`config.mk`:
```
export PLATFORM = sky130hd
export DESIGN_NAME = coeff_reduce_collector_flat
export DESIGN_NICKNAME = d
export VERILOG_FILES = /design/src/rtl/coeff_reduce_collector_if.sv /design/src/rtl/coeff_reduce_collector.sv /design/src/flat_wrapper.sv
export SDC_FILE = /design/constraint.sdc
export NUM_CORES = 2
export LEC_CHECK = 0
export CAP_MARGIN = 15
export CORE_AREA = 3 3 667 669
export DETAILED_ROUTE_END_ITERATION = 8
export DIE_AREA = 0 0 670 672
export PLACE_DENSITY_LB_ADDON = 0.15
export RECOVER_POWER = 25
export SYNTH_ARGS = -nofsm -noshare
export SYNTH_HDL_FRONTEND = slang
export SYNTH_SLANG_ARGS = --single-unit
```
`constraint.sdc`:
```
create_clock -name clk -period 113 [get_ports clk]
set_input_delay 16.95 -clock clk [delete_from_list [all_inputs] [get_ports clk]]
set_output_delay 16.95 -clock clk [all_outputs]
set_load 0.01 [all_outputs]
```
`src/rtl/coeff_reduce_collector_if.sv`:
```
`default_nettype none
// ============================================================================
// Module      : coeff_reduce_collector_if
// Description : Bus between the adder-tree producer / polynomial consumer and
//               coeff_reduce_collector.
//                 inputs_ready_signal  producer -> collector, idata qualifier
//                 idata                producer -> collector, unreduced sum
//                 poly_ack             consumer -> collector, buffer taken
//                 coeffs               collector -> consumer, reduced buffer
//                 outputs_ready_signal collector -> consumer, buffer complete
//                 overflow             collector -> consumer, sticky drop flag
//               master = producer/consumer side, slave = collector side.
// Revision    : 1.0  initial release
// ============================================================================
interface coeff_reduce_collector_if #(
    parameter int IN_WIDTH = 23,
    parameter int Q_WIDTH  = 13,
    parameter int N_COEFFS = 128
);
    logic                                inputs_ready_signal;
    logic [IN_WIDTH-1:0]                 idata;
    logic                                poly_ack;
    logic [N_COEFFS-1:0][Q_WIDTH-1:0]    coeffs;
    logic                                outputs_ready_signal;
    logic                                overflow;

    modport master (
        output inputs_ready_signal,
        output idata,
        output poly_ack,
        input  coeffs,
        input  outputs_ready_signal,
        input  overflow
    );

    modport slave (
        input  inputs_ready_signal,
        input  idata,
        input  poly_ack,
        output coeffs,
        output outputs_ready_signal,
        output overflow
    );
endinterface
`default_nettype wire

```
`src/rtl/coeff_reduce_collector.sv`:
```
`default_nettype none
// ============================================================================
// Module      : coeff_reduce_collector
// Description : Reduces each unreduced coefficient sum modulo Q through a
//               3-stage Barrett pipeline and collects N_COEFFS results, in
//               arrival order, into a buffer that is presented to a consumer
//               until acknowledged.
// Ports       : clk  - clock, rising edge
//               rst  - asynchronous active-high reset
//               bus  - coeff_reduce_collector_if slave modport
//                      (inputs_ready_signal, idata, poly_ack in;
//                       coeffs, outputs_ready_signal, overflow out)
// Revision    : 1.0  initial release
// ============================================================================
module coeff_reduce_collector #(
    parameter int IN_WIDTH = 23,
    parameter int Q        = 7681,
    parameter int Q_WIDTH  = $clog2(Q),
    parameter int N_COEFFS = 128
) (
    input  wire logic                  clk,
    input  wire logic                  rst,
    coeff_reduce_collector_if.slave    bus
);

    // Barrett constant, derived from the parameters only
    localparam logic [IN_WIDTH-1:0] c_mu =
        IN_WIDTH'((64'd1 << IN_WIDTH) / 64'(Q));
    localparam logic [IN_WIDTH-1:0]  c_q_in = IN_WIDTH'(Q);
    localparam logic [Q_WIDTH+1:0]   c_q_r  = (Q_WIDTH+2)'(Q);
    localparam int                   IDX_W  = (N_COEFFS > 1) ? $clog2(N_COEFFS) : 1;
    localparam logic [IDX_W-1:0]     c_last_idx = IDX_W'(N_COEFFS - 1);

    localparam logic [0:0] c_collect = 1'b0;
    localparam logic [0:0] c_full    = 1'b1;

    // ------------------------------------------------------------------
    // Stage 1: capture x and the full-width product x*MU
    // ------------------------------------------------------------------
    logic [2*IN_WIDTH-1:0] w_p;
    logic                  r_s1_v;
    logic [IN_WIDTH-1:0]   r_s1_x;
    logic [2*IN_WIDTH-1:0] r_s1_p;

    assign w_p = {{IN_WIDTH{1'b0}}, bus.idata} * {{IN_WIDTH{1'b0}}, c_mu};

    always_ff @(posedge clk or posedge rst) begin
        if (rst) begin
            r_s1_v <= 1'b0;
            r_s1_x <= '0;
            r_s1_p <= '0;
        end else begin
            r_s1_v <= bus.inputs_ready_signal;
            r_s1_x <= bus.idata;
            r_s1_p <= w_p;
        end
    end

    // ------------------------------------------------------------------
    // Stage 2: r = x - floor(p / 2^IN_WIDTH) * Q
    // q_est*Q never exceeds x, so the subtraction fits IN_WIDTH bits and
    // the true remainder (< 3Q) lives entirely in the low Q_WIDTH+2 bits.
    // ------------------------------------------------------------------
    logic [IN_WIDTH-1:0] w_q_est;
    logic [IN_WIDTH-1:0] w_q_times;
    logic [IN_WIDTH-1:0] w_diff;
    logic                r_s2_v;
    logic [Q_WIDTH+1:0]  r_s2_r;

    assign w_q_est   = r_s1_p[2*IN_WIDTH-1:IN_WIDTH];
    assign w_q_times = w_q_est * c_q_in;
    assign w_diff    = r_s1_x - w_q_times;

    always_ff @(posedge clk or posedge rst) begin
        if (rst) begin
            r_s2_v <= 1'b0;
            r_s2_r <= '0;
        end else begin
            r_s2_v <= r_s1_v;
            r_s2_r <= w_diff[Q_WIDTH+1:0];
        end
    end

    // ------------------------------------------------------------------
    // Stage 3: up to two conditional subtractions bring r into [0, Q)
    // ------------------------------------------------------------------
    logic [Q_WIDTH+1:0] w_r1;
    logic [Q_WIDTH+1:0] w_r2;
    logic               r_s3_v;
    logic [Q_WIDTH-1:0] r_s3_d;

    assign w_r1 = (r_s2_r >= c_q_r) ? (r_s2_r - c_q_r) : r_s2_r;
    assign w_r2 = (w_r1   >= c_q_r) ? (w_r1   - c_q_r) : w_r1;

    always_ff @(posedge clk or posedge rst) begin
        if (rst) begin
            r_s3_v <= 1'b0;
            r_s3_d <= '0;
        end else begin
            r_s3_v <= r_s2_v;
            r_s3_d <= w_r2[Q_WIDTH-1:0];
        end
    end

    // Bits that are structurally zero or not needed by the reduction
    logic w_unused;
    assign w_unused = ^{r_s1_p[IN_WIDTH-1:0], w_diff[IN_WIDTH-1:Q_WIDTH+2], w_r2[Q_WIDTH+1:Q_WIDTH]};

    // ------------------------------------------------------------------
    // Collection state machine and output buffer
    // ------------------------------------------------------------------
    logic [0:0]                       r_state;
    logic [IDX_W-1:0]                 r_idx;
    logic                             r_overflow;
    logic [N_COEFFS-1:0][Q_WIDTH-1:0] r_coeffs;

    always_ff @(posedge clk or posedge rst) begin
        if (rst) begin
            r_state    <= c_collect;
            r_idx      <= '0;
            r_overflow <= 1'b0;
            r_coeffs   <= '0;
        end else begin
            case (r_state)
                c_collect: begin
                    if (r_s3_v) begin
                        r_coeffs[r_idx] <= r_s3_d;
                        if (r_idx == c_last_idx) begin
                            r_idx   <= '0;
                            r_state <= c_full;
                        end else begin
                            r_idx <= r_idx + 1'b1;
                        end
                    end
                end
                c_full: begin
                    if (bus.poly_ack) begin
                        // Ack takes priority: a coincident result starts the
                        // next polynomial at slot 0 instead of being dropped.
                        r_state <= c_collect;
                        if (r_s3_v) begin
                            r_coeffs[0] <= r_s3_d;
                            r_idx       <= IDX_W'(1);
                        end
                    end else if (r_s3_v) begin
                        r_overflow <= 1'b1;
                    end
                end
                default: begin
                    r_state <= c_collect;
                    r_idx   <= '0;
                end
            endcase
        end
    end

    assign bus.coeffs               = r_coeffs;
    assign bus.outputs_ready_signal = (r_state == c_full);
    assign bus.overflow             = r_overflow;

endmodule
`default_nettype wire

```
`src/flat_wrapper.sv`:
```
// flat-port wrapper written by rule: the top's interface ports become plain ports
module coeff_reduce_collector_flat 
#(
    parameter int IN_WIDTH = 23,
    parameter int Q        = 7681,
    parameter int Q_WIDTH  = $clog2(Q),
    parameter int N_COEFFS = 128
)
  (clk, rst, bus_inputs_ready_signal, bus_idata, bus_poly_ack, bus_coeffs, bus_outputs_ready_signal, bus_overflow);
  coeff_reduce_collector_if #(.IN_WIDTH(IN_WIDTH), .Q_WIDTH(Q_WIDTH), .N_COEFFS(N_COEFFS)) bus_i ();
  input  wire logic clk;
  input  wire logic rst;
  input wire logic [$bits(bus_i.inputs_ready_signal)-1:0] bus_inputs_ready_signal;
  input wire logic [$bits(bus_i.idata)-1:0] bus_idata;
  input wire logic [$bits(bus_i.poly_ack)-1:0] bus_poly_ack;
  output wire logic [$bits(bus_i.coeffs)-1:0] bus_coeffs;
  output wire logic [$bits(bus_i.outputs_ready_signal)-1:0] bus_outputs_ready_signal;
  output wire logic [$bits(bus_i.overflow)-1:0] bus_overflow;
  assign bus_i.inputs_ready_signal = bus_inputs_ready_signal;
  assign bus_i.idata = bus_idata;
  assign bus_i.poly_ack = bus_poly_ack;
  assign bus_coeffs = bus_i.coeffs;
  assign bus_outputs_ready_signal = bus_i.outputs_ready_signal;
  assign bus_overflow = bus_i.overflow;
  coeff_reduce_collector #(.IN_WIDTH(IN_WIDTH), .Q(Q), .Q_WIDTH(Q_WIDTH), .N_COEFFS(N_COEFFS)) u_core (.clk(clk), .rst(rst), .bus(bus_i));
endmodule
```
After elaboration in Yosys (flattened, before gate mapping)
Cells that the tools add are included.

Bits in registers: 1751. Word-level logic and storage cells: 176. Bits of input ports: 27. Output and inout port bits: 1666.

Equality and inequality tests: 4. $mul: 2. Bitwise operators: 2. Add/sub/neg operators: 4. Magnitude comparators: 4. Reduce and logical (&&, ||, !) cells: 4. Muxes and demuxes: 18.

Operator list (number): $bwmux 1664 (1); $demux 13 s7 (1); $mux 13 (5); $mul 23x9->32 const B (1); $ge 15x13->1 const B (2); $mux 7 (4); $pmux 13 s2 (1); $mul 11x13->15 const B (1); $mux 15 (1); $sub 15x13->15 const B (1); $sub 15x15->15 (1); $pmux 7 s2 (1); $sub 13x13->13 const B (1); $lt 7x8->1 const B (1); $add 7x1->7 const B (1); $eq 7x7->1 const B (1); $ge 7x1->1 const B (1); $reduce_and 3->1 (2); $ne 2x1->1 const B (2); $mux 1 (3); $ne 2x2->1 const B (1); $not 1->1 (2); $pmux 1 s2 (1); $reduce_and 2->1 (1); $logic_and 1x1->1 (1).

Logic depth before layout (Yosys ltp)
Depth in word-level cells: 7. Gate-level depth with buffers: 14. Mapped depth without buffers: 14.

Least setup slack after synthesis
No wires, ideal clock.

Kind: input to register. From: input bus_idata[8]. To: register u_core.r_s1_p[33]. Setup slack: 92.920 ns. Data required time: 112.881 ns. Stages on the path: 12. Library setup time: 0.119 ns. Data arrival time: 19.961 ns. Path through: ha_1 fa_1 ha_1 ha_1 a41o_1 a21oi_1 a2bb2oi_1 a211oi_1 o311ai_1 a21oi_1 o41a_1 and2_1.

Cells in the longest elaborated chain, start to end: 1.

RTL lines: start, declared (line flat_wrapper.sv:14) `input wire logic [$bits(bus_i.idata)-1:0] bus_idata;`; $mul 23x9->32 (line coeff_reduce_collector.sv:45) `assign w_p = {{IN_WIDTH{1'b0}}, bus.idata} * {{IN_WIDTH{1'b0}}, c_mu};`; via u_core.w_p[33] (line coeff_reduce_collector.sv:40) `logic [2*IN_WIDTH-1:0] w_p;`; end signal, assigned (line coeff_reduce_collector.sv:55) `r_s1_p <= w_p;`; end, declared (line coeff_reduce_collector.sv:43) `logic [2*IN_WIDTH-1:0] r_s1_p;`.

The timed path passes the listed nets, and every way through them passes these cells. A chain may end at the register's enable or synchronous reset.

==> impl_results.rst <==
.. list-table::
   :header-rows: 1

   * - Metric
     - Value
   * - Count of vias placed by the detailed router
     - around 44000
   * - DRC errors left
     - 0
   * - Power per unit of standard cell area
     - around 21 nW/µm²
   * - Filler Cells Inserted
     - around 46000
   * - Largest net degree at the start of global routing
     - between 100 and 150
   * - Most common cell in the netlist
     - sky130_fd_sc_hd__dfrtp_1
   * - Total wire length after detailed routing
     - 335000 µm
   * - Chain of cells forming the critical path
     - clkdlybuf4s50_1, inv_8, buf_4, buf_12, buf_4, buf_4, buf_4, buf_4, buf_4
   * - Final worst clock skew
     - between 0.05 and 0.06 ns
   * - Leakage component of the power
     - 45.1 nW
   * - Mean number of vias per cell
     - around 3.6
   * - Max-Cap Viols
     - 24
   * - Post-CTS setup buffer count
     - 0
   * - Sw Share
     - 35.5%
   * - Vias in the first global route
     - 47400
   * - Routability congestion estimate from global placement
     - approximately 0.77
   * - Clock slew at reported path FFs
     - 0.05 ns
   * - Total global routing track utilization
     - 14.4%
   * - Die Y
     - approximately 670 µm
   * - Final WS setup
     - roughly 90 ns
   * - Pre-CTS worst setup slack
     - 88.68 ns
   * - Summed area of non-filler cells in the final layout
     - 99600 µm²
   * - Data arrival time of the critical path
     - 23.83 ns
   * - Synth Area in Adders
     - 2.91%
   * - Period Utilization, post-route
     - roughly a fifth
   * - Starting density of the core
     - between 10% and 20%
   * - Count of final hold-check violations
     - 0
   * - Main combinational cell family by area after synthesis
     - multiplexers
   * - Post-synthesis register bit count
     - 1730
   * - First-pass detailed-route iteration total
     - 5
   * - Startpoint Class
     - input port
   * - Worst slew margin relative to its limit
     - -107%
   * - Critical Path Sink Type
     - async pin
   * - Internal power
     - ~1.4 mW
   * - Synth Area in XOR/XNOR
     - less than 1%
   * - Post-synth top area share
     - ~63%
   * - Wire per inst
     - between 20 and 30 µm
   * - Number of cells produced by synthesis
     - between 4000 and 5000
   * - Class of the tightest hold or removal check
     - reg -> reg
   * - Leading post-synthesis cells by cell area
     - sky130_fd_sc_hd__dfrtp_1, sky130_fd_sc_hd__mux2_2, sky130_fd_sc_hd__ha_1, sky130_fd_sc_hd__clkbuf_1, sky130_fd_sc_hd__fa_1
   * - CTS Root Cell
     - sky130_fd_sc_hd__clkbuf_16
   * - Combinational share of power
     - between 20 and 30%
   * - Area of the die
     - 450000 µm²
   * - Layout area overhead
     - 45.5%
   * - Failing checks
     - capacitance limit, slew limit
   * - Max-slew violation total from the final report
     - ~330
   * - I/O Buffers
     - ~1700
   * - Cell type contributing the most total cell area after synthesis
     - sky130_fd_sc_hd__dfrtp_1
   * - Post-synthesis async set-or-reset flop share
     - 100%
   * - Total design power
     - about 2.1 mW
   * - I/O Pins
     - between 1500 and 2000
   * - Clock power share
     - between 30% and 40%
   * - Count of different cell masters after synthesis
     - 75
   * - Placement Cell Area
     - between 90000 and 100000 µm²
   * - Row cnt
     - between 200 and 250
   * - Max Root-Sink Buffers
     - 4
   * - Sequential Power Share
     - a little under two fifths
   * - Clock network latency to the later pin of the worst-skew pair
     - around 0.90 ns
   * - Final HPWL DP
     - between 200000 and 250000 µm
   * - Post-CTS sizing
     - 0
   * - Wire length of the first global-routing pass
     - between 400000 and 500000 µm
   * - Number of routed nets with antenna violations
     - 0
   * - Maximum operating frequency
     - about 44 MHz
   * - Nets in the synthesized netlist
     - roughly 4600
   * - Simple-gate share of the synthesized area
     - 2.31%
   * - Layout net count
     - between 6000 and 7000
   * - Sequential element share of the synthesized area
     - 63.3%
   * - Post-synth design cell area
     - roughly 68000 µm²
   * - H-tree level count
     - 4
   * - Top cell types by occurrence after synthesis
     - sky130_fd_sc_hd__dfrtp_1, sky130_fd_sc_hd__mux2_2, sky130_fd_sc_hd__clkbuf_1, sky130_fd_sc_hd__ha_1, sky130_fd_sc_hd__nand2_1
   * - Post-synthesis mux area share
     - about 27%
   * - Number of synthesized flops with an enable pin
     - 0
   * - Critical-path maximum fanout
     - 135
   * - Die Span X
     - approximately 670 µm
   * - Cell repeated most along the worst path
     - sky130_fd_sc_hd__buf_4
   * - Total area of sequential cells
     - 43300 µm²
   * - Post-synthesis average cell area
     - about 15 µm²
   * - First DRT Iteration DRCs
     - ~2000
   * - Most instantiated flip-flop cell in the synthesis netlist
     - sky130_fd_sc_hd__dfrtp_1
   * - Run status
     - finished with violations
   * - Num Clock Sinks
     - ~1700
   * - Final min period
     - ~23 ns
   * - Compound-cell area share of the yosys netlist
     - between 1 and 1.5%
   * - TritonCTS clock tree
     - yes
   * - Category of the critical setup timing path
     - in -> async
   * - Setup repair after global routing missed its margin
     - false
   * - Slew at the pin closest to its max-slew limit
     - approximately 3.1 ns
   * - Syn. warnings
     - 0
   * - CP max stage cell
     - sky130_fd_sc_hd__buf_4
   * - Fraction of layout instances using a drive strength above 1
     - 33.8%
   * - Worst voltage drop across the vdd grid
     - between 0.00002 and 0.000025 V
   * - Sum of negative setup slack
     - 0 ns
   * - Area of the multi-input gates
     - 23600 µm²
   * - Initial antenna violation count
     - 43
   * - Final setup viols
     - 0
   * - Delay of the slowest cell on the worst path
     - approximately 0.88 ns
   * - CTS Hold Bufs
     - 0
   * - CP Data Required Time
     - between 100 and 150 ns
   * - Core area
     - 439000 µm²
   * - Net switching power
     - roughly 750 µW
   * - Cts bufs inserted
     - 220
   * - Remaining Overflow, GRT
     - 0
==> path summary, 6_finish.rpt <==
kind                                           endpoint  cells past startpoint            start  slack [ns]
worst min register to register            u_core.r_s2_v                      0    u_core.r_s1_v        0.35
worst max register to register  u_core.bus.coeffs[1617]                      4  u_core.r_idx[2]      106.55
max in group clk                      u_core.r_s1_p[32]                     13    bus_idata[12]       92.57
min in group asynchronous         u_core.bus.coeffs[98]                      2              rst       16.57
worst max-delay path             u_core.bus.coeffs[759]                      9              rst       90.07
worst min-delay path                      u_core.r_s2_v                      0    u_core.r_s1_v        0.35
==> stage by stage <==
| step | utilization [%] | hold slack [ns] | std cells |
|---|---|---|---|
| after floorplan | - | 0.331 | 4423 |
| after global placement | 21.1 | 0.339 | 11800 |
| after detailed placement | 21.1 | 0.341 | 11800 |
| after CTS | 22.8 | 0.353 | 12200 |
| after global routing | 22.7 | 0.354 | 12200 |
| final | 22.7 | 0.355 | 12200 |
==> metal layers <==
layer  track usage, %  vias up  part of all wire (%)
li1                 -    18900                     -
met1             16.6    23600                    40
met2             25.4     1367                    50
met3             4.10      385                   6.9
met4             4.87        2                   3.7
met5                0        -                0.0039
==> area by class of cell <==
cell class,instances,area share (%)
clock inverters,74,0.856
inverters,65,0.253
multi-input cells,2294,23.7
well taps,5880,7.39
flip-flops and latches,1730,43.5
diodes,12,0.0302
clock buffers,331,6.50
repair buffers,1812,17.8
==> state kept, by name, summed over array words and instances, names as in the netlist <==
name and flops:
u_core.r_s3_d 13, u_core.bus.overflow 1, u_core.r_idx 7, u_core.r_s1_x 15
u_core.r_s3_v 1, u_core.r_s2_r 15, u_core.bus.outputs_ready_signal 1, u_core.r_s2_v 1
u_core.r_s1_p 11, u_core.bus.coeffs 1664, u_core.r_s1_v 1
==> cell families after synthesis <==
family	after synthesis
mux	1666
fa+ha+maj	144
buf+inv	399
simple gates	328
compound gates	106
flops	1730
xor+xnor	50
==> layout by cell type (no fill, tap or decap), drive strengths merged, types with 32 or more instances in the layout <==
master and instances:
buf 69, nand2 114, clkinv 52, ha 119, clkbuf 382, dfrtp 1730, nor2 101, mux2 1664
a21oi 32, clkdlybuf4s50 1692, inv 71, xnor2 34
==> power groups by stage <==
| stage | sequential (mW) | combinational [mW] | clock, mW |
|---|---|---|---|
| 6_report | 0.781 | 0.618 | 0.716 |
| 5_1_grt | 0.793 | 0.669 | 0.769 |
| 4_1_cts | 0.785 | 0.648 | 0.748 |
| 3_5_place_dp | 0.796 | 0.646 | 0 |
| 3_3_place_gp | 0.794 | 0.647 | 0 |
| 2_1_floorplan | 0.775 | 0.276 | 0 |
==> critical path: cells and delay by family <==
kind     cells  cell delay (ns)
buf+inv      9             6.36
No activity file was read; power rests on OpenSTA's default activity.
